<file path="src/rtl/game_flow_sequencer.sv">
// game_flow_sequencer: screen-flow FSM with key edge detection, game core run/clear control
// and a registered VGA mux over five screen sources (PAUSE shows a half-brightness PLAY frame).
module game_flow_sequencer #(
  parameter int COLOR_W = 4,
  parameter int LEVELS = 4,
  parameter int END_TIMEOUT = 500_000_000,
  localparam int LEVEL_W = (LEVELS > 1) ? $clog2(LEVELS) : 1
) (
  input  logic                   clk,
  input  logic                   reset,
  input  logic                   key_space,
  input  logic                   key_esc,
  input  logic                   key_p,
  input  logic                   win,
  input  logic                   lose,
  input  logic [4:0]             hsync_in,
  input  logic [4:0]             vsync_in,
  input  logic [5*COLOR_W-1:0]   red_in,
  input  logic [5*COLOR_W-1:0]   green_in,
  input  logic [5*COLOR_W-1:0]   blue_in,
  output logic                   hsync,
  output logic                   vsync,
  output logic [COLOR_W-1:0]     red,
  output logic [COLOR_W-1:0]     green,
  output logic [COLOR_W-1:0]     blue,
  output logic [2:0]             screen,
  output logic                   game_run,
  output logic                   game_clear,
  output logic [LEVEL_W-1:0]     level
);
  localparam int TIMER_W = (END_TIMEOUT > 0) ? $clog2(END_TIMEOUT + 1) : 1;
  localparam logic [TIMER_W-1:0] TIMER_LAST = TIMER_W'((END_TIMEOUT > 0) ? END_TIMEOUT - 1 : 0);
  localparam logic [LEVEL_W-1:0] LEVEL_LAST = LEVEL_W'(LEVELS - 1);
  typedef enum logic [2:0] {
    S_START    = 3'd0,
    S_PLAY     = 3'd1,
    S_PAUSE    = 3'd2,
    S_LEVEL_UP = 3'd3,
    S_WIN      = 3'd4,
    S_LOSE     = 3'd5
  } state_t;
  state_t r_state, w_next;
  logic r_space_q, r_esc_q, r_p_q;
  logic [TIMER_W-1:0] r_timer;
  logic w_space_rise, w_esc_rise, w_p_rise, w_timeout, w_clear, w_end, w_pause;
  logic [2:0] w_src;
  logic [COLOR_W-1:0] w_red, w_green, w_blue;
  assign w_space_rise = key_space & ~r_space_q;
  assign w_esc_rise = key_esc & ~r_esc_q;
  assign w_p_rise = key_p & ~r_p_q;
  assign w_end = (r_state == S_LEVEL_UP) || (r_state == S_WIN) || (r_state == S_LOSE);
  assign w_timeout = (END_TIMEOUT != 0) && (r_timer == TIMER_LAST);
  always_comb begin
    w_next = r_state;
    case (r_state)
      S_START:     w_next = w_space_rise ? S_PLAY : S_START;
      S_PLAY:      w_next = lose ? S_LOSE
                          : win ? ((level == LEVEL_LAST) ? S_WIN : S_LEVEL_UP)
                          : w_esc_rise ? S_START
                          : w_p_rise ? S_PAUSE : S_PLAY;
      S_PAUSE:     w_next = w_esc_rise ? S_START : (w_p_rise | w_space_rise) ? S_PLAY : S_PAUSE;
      S_LEVEL_UP:  w_next = (w_space_rise | w_timeout) ? S_PLAY : S_LEVEL_UP;
      S_WIN:       w_next = (w_esc_rise | w_space_rise | w_timeout) ? S_START : S_WIN;
      S_LOSE:      w_next = (w_esc_rise | w_space_rise | w_timeout) ? S_START : S_LOSE;
      default:     w_next = S_START;
    endcase
  end
  assign w_clear = (w_next == S_PLAY) && ((r_state == S_START) || (r_state == S_LEVEL_UP));
  // PLAY and PAUSE share source 1; END screens map to sources 2..4
  assign w_src = (r_state == S_PLAY || r_state == S_PAUSE) ? 3'd1
               : (r_state == S_LEVEL_UP) ? 3'd2
               : (r_state == S_WIN) ? 3'd3
               : (r_state == S_LOSE) ? 3'd4 : 3'd0;
  assign w_pause = r_state == S_PAUSE;
  assign w_red = red_in[w_src*COLOR_W +: COLOR_W] >> w_pause;
  assign w_green = green_in[w_src*COLOR_W +: COLOR_W] >> w_pause;
  assign w_blue = blue_in[w_src*COLOR_W +: COLOR_W] >> w_pause;
  assign screen = r_state;
  always_ff @(posedge clk) begin
    r_space_q <= key_space;
    r_esc_q <= key_esc;
    r_p_q <= key_p;
    if (reset) begin
      r_state <= S_START;
      level <= '0;
      game_run <= 1'b0;
      game_clear <= 1'b0;
      r_timer <= '0;
      hsync <= 1'b1;
      vsync <= 1'b1;
      red <= '0;
      green <= '0;
      blue <= '0;
    end else begin
      r_state <= w_next;
      game_run <= w_next == S_PLAY;
      game_clear <= w_clear;
      if (w_clear) level <= (r_state == S_START) ? '0 : level + 1'b1;
      r_timer <= (w_next != r_state) ? '0 : (w_end && r_timer != '1) ? r_timer + 1'b1 : r_timer;
      hsync <= hsync_in[w_src];
      vsync <= vsync_in[w_src];
      red <= w_red;
      green <= w_green;
      blue <= w_blue;
    end
  end
endmodule

</file>
<file path="config.mk">
export PLATFORM = sky130hd
export DESIGN_NAME = game_flow_sequencer
export DESIGN_NICKNAME = d
export VERILOG_FILES = /design/src/rtl/game_flow_sequencer.sv
export SDC_FILE = /design/constraint.sdc
export NUM_CORES = 1
export LEC_CHECK = 0
export BUFFER_PORTS_ARGS = -buffer_cell sky130_fd_sc_hd__buf_2
export CORE_ASPECT_RATIO = 2
export CORE_MARGIN = 2
export CORE_UTILIZATION = 52
export CTS_BUF_LIST = sky130_fd_sc_hd__clkbuf_8
export CTS_CLUSTER_SIZE = 8
export DETAILED_ROUTE_END_ITERATION = 6
export GPL_TIMING_DRIVEN = 0
export PLACE_DENSITY = 0.77
export SLEW_MARGIN = 10
export SYNTH_ARGS = -nofsm -noshare
export SYNTH_HDL_FRONTEND = slang
export SYNTH_SLANG_ARGS = --single-unit
</file>
<file path="constraint.sdc">
create_clock -name clk -period 3.2 [get_ports clk]
set_clock_uncertainty 0.05 [all_clocks]
set_input_delay 0 -clock clk [delete_from_list [all_inputs] [get_ports clk]]
set_output_delay 0 -clock clk [all_outputs]
set_load 0.02 [all_outputs]
</file>
Word level (Yosys, flattened, before mapping)
Index checks and enable logic that the tools add are counted.
{"block": "word_totals", "ff_bits": 53, "latch_bits": 0, "ramBits": 0, "rom_bits": 0, "inputBits": 77, "output_inout_bits": 21, "elab_cells": 71, "mem_count": 0}
{"block": "op_classes", "n_addsub": 2, "multipliers": 0, "n_div": 0, "magnitude_cmp": 1, "n_eq_ne": 10, "shifts": 6, "mux": 21, "n_bitwise": 10, "reduce_logical": 8}
{"operator": "$shiftx 20x6->4", "n": 3}
{"operator": "$add 29x1->29 const B", "n": 1}
{"operator": "$eq 29x29->1 const B", "n": 1}
{"operator": "$ne 29x29->1 const B", "n": 1}
{"operator": "$mux 3", "n": 9}
{"operator": "$pmux 3 s6", "n": 1}
{"operator": "$mux 2", "n": 6}
{"operator": "$shr 4x1->4", "n": 3}
{"operator": "$bmux 1 s3", "n": 2}
{"operator": "$eq 3x1->1 const B", "n": 2}
{"operator": "$eq 3x2->1 const B", "n": 2}
{"operator": "$eq 3x3->1 const B", "n": 2}
{"operator": "$logic_or 1x1->1", "n": 4}
{"operator": "$lt 3x4->1 const B", "n": 1}
{"operator": "$or 1x1->1", "n": 4}
{"operator": "$and 1x1->1", "n": 3}
{"operator": "$logic_not 3->1", "n": 1}
{"operator": "$mux 1", "n": 3}
{"operator": "$ne 3x3->1", "n": 1}
{"operator": "$not 1->1", "n": 3}
{"operator": "$add 2x1->2 const B", "n": 1}
{"operator": "$eq 2x2->1 const B", "n": 1}
{"operator": "$logic_and 1x1->1", "n": 2}
{"operator": "$reduce_or 2->1", "n": 1}

Depth between registers and ports, before layout
{"block": "depth", "ltp_word": 9, "mapped_depth": 10, "depth_no_buf": 7}

Worst setup path before layout
Ideal clock, no wire load.
{"block": "synth_path", "path_type": "reg2reg", "startpoint": "reg r_timer[9]", "endpoint": "reg r_timer[0]", "setup_time_ns": 0.125, "arrival_ns": 2.261, "required_ns": 3.025, "setup_slack_ns": 0.765, "stages_incl_launch_ff": 10, "n_path_buf": 3, "synth_period_minus_slack_ns": 2.435, "cell_sequence": "dfxtp_1 > buf_6 > or3b_1 > or4_4 > o31ai_4 > a21oi_1 > o21ai_0 > buf_2 > buf_2 > nor3_2"}
{"block": "synth_between", "elab_chain_cells": 6, "elab_cells_between_ends": 11, "cone_classes": "eq/ne: 3; mux: 4; bitwise: 2; reduce/logical: 2"}
{"item": "from (decl)", "line_no": "44", "text": "logic [TIMER_W-1:0] r_timer;"}
{"item": "from (signal assigned)", "line_no": "99", "text": "r_timer <= (w_next != r_state) ? '0 : (w_end && r_timer != '1) ? r_timer + 1'b1 : r_timer;"}
{"item": "$eq 29x29->1", "line_no": "52", "text": "assign w_timeout = (END_TIMEOUT != 0) && (r_timer == TIMER_LAST);"}
{"item": "$or 1x1->1 (on tied branches)", "line_no": "63, 64, 62"}
{"item": "$mux 3 (tied with other cells)", "line_no": "64", "text": "S_LOSE: w_next = (w_esc_rise | w_space_rise | w_timeout) ? S_START : S_LOSE;"}
{"item": "$pmux 3 s6", "line_no": "55", "text": "case (r_state)"}
{"item": "$ne 3x3->1", "line_no": "99"}
{"item": "$reduce_or 2->1 (no line)"}
Parallel ways exist; a longest one is shown, timed or not.
A chain may end at the register's enable or synchronous reset.

Worst setup path after layout
{"block": "layout_path", "startpoint": "reg r_timer[0]", "endpoint": "reg r_timer[21]"}
The elaborated chain is that of the path after synthesis.

==> flow_summary.ini <==
[detailed_routing]
initialDrtViolationCount = 208
final_antenna_net_count = 0
topRoutingLayerUsed = met4
wl_mm = 9.43
drc_errors = 0
wl_per_cell_um = 16.6
routed_via_density = 5.84
dr_wl_met3_um = 350
wl_met2_mm = 5.53
vias = 3322
drtPass1Iterations = 6
drt-met1-wl_mm = 3.12

[timing]
finalCritPeriodShare = 0.890
maxSlewViolCount = 0
setup_viol = 0
period_needed_ps = 2850
slew_headroom = 0.362
fin_setup_tns_ps = 0
worstMarginPinSlew_ps = 951
rsz0062_at_grt = no
hold_viol = 0
max_clock_freq_mhz = 351

[setup_path]
reg2reg_from = r_timer[0]$_SDFFE_PP0P_
rrSetupSlack_ps = 350
r2r-end = r_timer[21]$_SDFFE_PP0P_
endpoint_kind = register
critPathKind = register to register
crit_fanout = 10
crit_arrival_ps = 2990
rr_worst_depth = 9
worst_ep_required_time_ps = 3350
crit_path_start_kind = register

[run_status]
status = finished, final reports clean

[min_path]
hold_depth = 5
min_delay_worst_endpoint = green[2]$_SDFF_PP0_
holdCritPathClass = input pin to register
min_from = green_in[2]

[die]
die-area_um2 = 6770
pin_count = 98
coreArea_um2 = 5960
die_y_um = 114
rows = 40
dieWidth_um = 59.2
start_util = 0.532

[clock_tree]
cts_tree = built
cts_root_buffer = clkbuf_8
cts_setup_buffers = 0
cts_buffers = 5
htreeDepth = 2
clockBufferDepth = 2
clock_latency_ps = 310
clkSinkCount = 53
clkTransAtPathRegs_ps = 100

[place]
gp_congestion = 0.857
dpl.hpwl_mm = 7.33
port_buffers = 97
dpl.cell_count = 541
post_dp_cell_area_um2 = 3730

[cells_and_area]
final_nets = 584
fillers = 504
layout.cells.non_filler = 569
final_core_util = 0.676
layout-area-overhead-vs-synth_pct = 27.1
drive_gt1_frac = 0.269
finalInstanceArea_um2 = 4030
num_antenna_cells = 0

[yosys]
synth.yosys.seq_area_share = 0.335
synth_edf_count = 0
synth_area_um2 = 3170
avgSynthCellArea_um2 = 8.32
ys_top_cells_by_count = dfxtp_1, nand2_1, a21oi_1
synthTopCellsByArea = dfxtp_1, xor2_1, mux2i_1
synth-warning-count = 0
synthCells = 381
synth_ff_type = dfxtp_1
synthArstFlopShare = 0
synth.net_count = 460
synth_most_common_cell = dfxtp_1
ys_seq_elements = 53
yosys.area.top_type_share = 0.335
synth.distinct_cells = 49
yosys.area.top_type = dfxtp_1

[global_routing]
overflow = 0
grt_use_total = 0.292
first_global_vias = 3438
grt_max_degree = 16
grt_first_pass_wirelength_mm = 15.2
grt_antenna_before_repair = 0

[power_and_ir_drop]
p_per_area_nw_per_um2 = 344
leakage_uw = 0.00166
vdd_drop_max_v = 0.000287

[flow_run]
drv_cap = 0
[placed cells by master (no fill, tap or decap), drive strengths merged, types with 11 or more instances in the layout]
cell type and instances:
buf 109, dfxtp 53, nand2 33, nor3 32, a21oi 28, nor2 23, xor2 21, dlygate4sd3 20
o21ai 20, clkbuf 19, nand3 15, mux2i 15, o211ai 14, nand4 13, nor2b 11
[cell families after synthesis]
group           synth area share
simple gates               0.283
compound gates             0.158
flops                      0.335
buf+inv                   0.0466
xor+xnor                  0.0746
mux                       0.0947
fa+ha+maj                0.00789
[how the worst max path moves through the flow]
stage / slack [ps] / cells after the start / to / from
after detailed placement: 200 / 9 / r_timer[6]$_SDFFE_PP0P_ / screen[1]$_SDFF_PP0_
after global placement: 250 / 9 / r_timer[3]$_SDFFE_PP0P_ / r_timer[0]$_SDFFE_PP0P_
after global routing: 30 / 7 / red[1]$_SDFF_PP0_ / screen[2]$_SDFF_PP0_
after CTS: 160 / 9 / r_timer[6]$_SDFFE_PP0P_ / screen[1]$_SDFF_PP0_
final: 350 / 9 / r_timer[21]$_SDFFE_PP0P_ / r_timer[0]$_SDFFE_PP0P_
after floorplan: 760 / 9 / r_timer[0]$_SDFFE_PP0P_ / r_timer[9]$_SDFFE_PP0P_
[worst max-delay path: stages (launching register included)]
cell     delay (ps)
dfxtp_1         400
ha_1            200
and4_1          300
nand4_1         270
nor4_2          390
o21ai_0         180
o21ai_0         260
buf_2           270
buf_2           320
nor3_2           80
[layer usage]
metal	track usage	up-vias
met1	0.271	1533
li1	-	1631
met2	0.555	119
met3	0.0475	39
met5	0	-
met4	0.171	0
[final cells by class]
type / instances / area, um2 / area share
multi-input combinational: 296 / 1970 / 0.490
clock buffer: 5 / 68.8 / 0.0171
inverter: 6 / 22.5 / 0.00559
buffer: 26 / 125 / 0.0311
clock inverter: 3 / 13.8 / 0.00342
timing repair buffer: 117 / 686 / 0.170
sequential: 53 / 1060 / 0.263
tap: 63 / 78.8 / 0.0196
[state kept, by name, summed over array words and instances, names as in the netlist]
register,flops
game_clear,1
r_space_q,1
screen,3
level,2
r_p_q,1
green,4
vsync,1
r_timer,29
r_esc_q,1
blue,4
game_run,1
red,4
hsync,1
[through the flow]
step | power [uW] | setup WS (ps) | hold slack, ps
floorplan | 894 | 765 | -22.3
global placement | 1000 | 250 | 64.6
detailed placement | 1010 | 202 | 72.0
CTS | 1390 | 160 | 25.3
global route | 1450 | 29.7 | 59.8
finish | 1390 | 353 | 21.7
[what timing repair did]
action                     4_1_cts  5_1_grt
setup endpoints to repair        0       16
hold endpoints to repair        15        0
resized for setup                0        2
hold buffers                    20        0
[where the power goes]
group / internal [uW] / leakage (uW) / switching [uW] / total (uW)
Sequential: 683 / 0.000432 / 8.11 / 691
Clock: 149 / 0.0000491 / 221 / 370
Combinational: 145 / 0.00118 / 180 / 325
No activity file was read; power rests on OpenSTA's default activity.
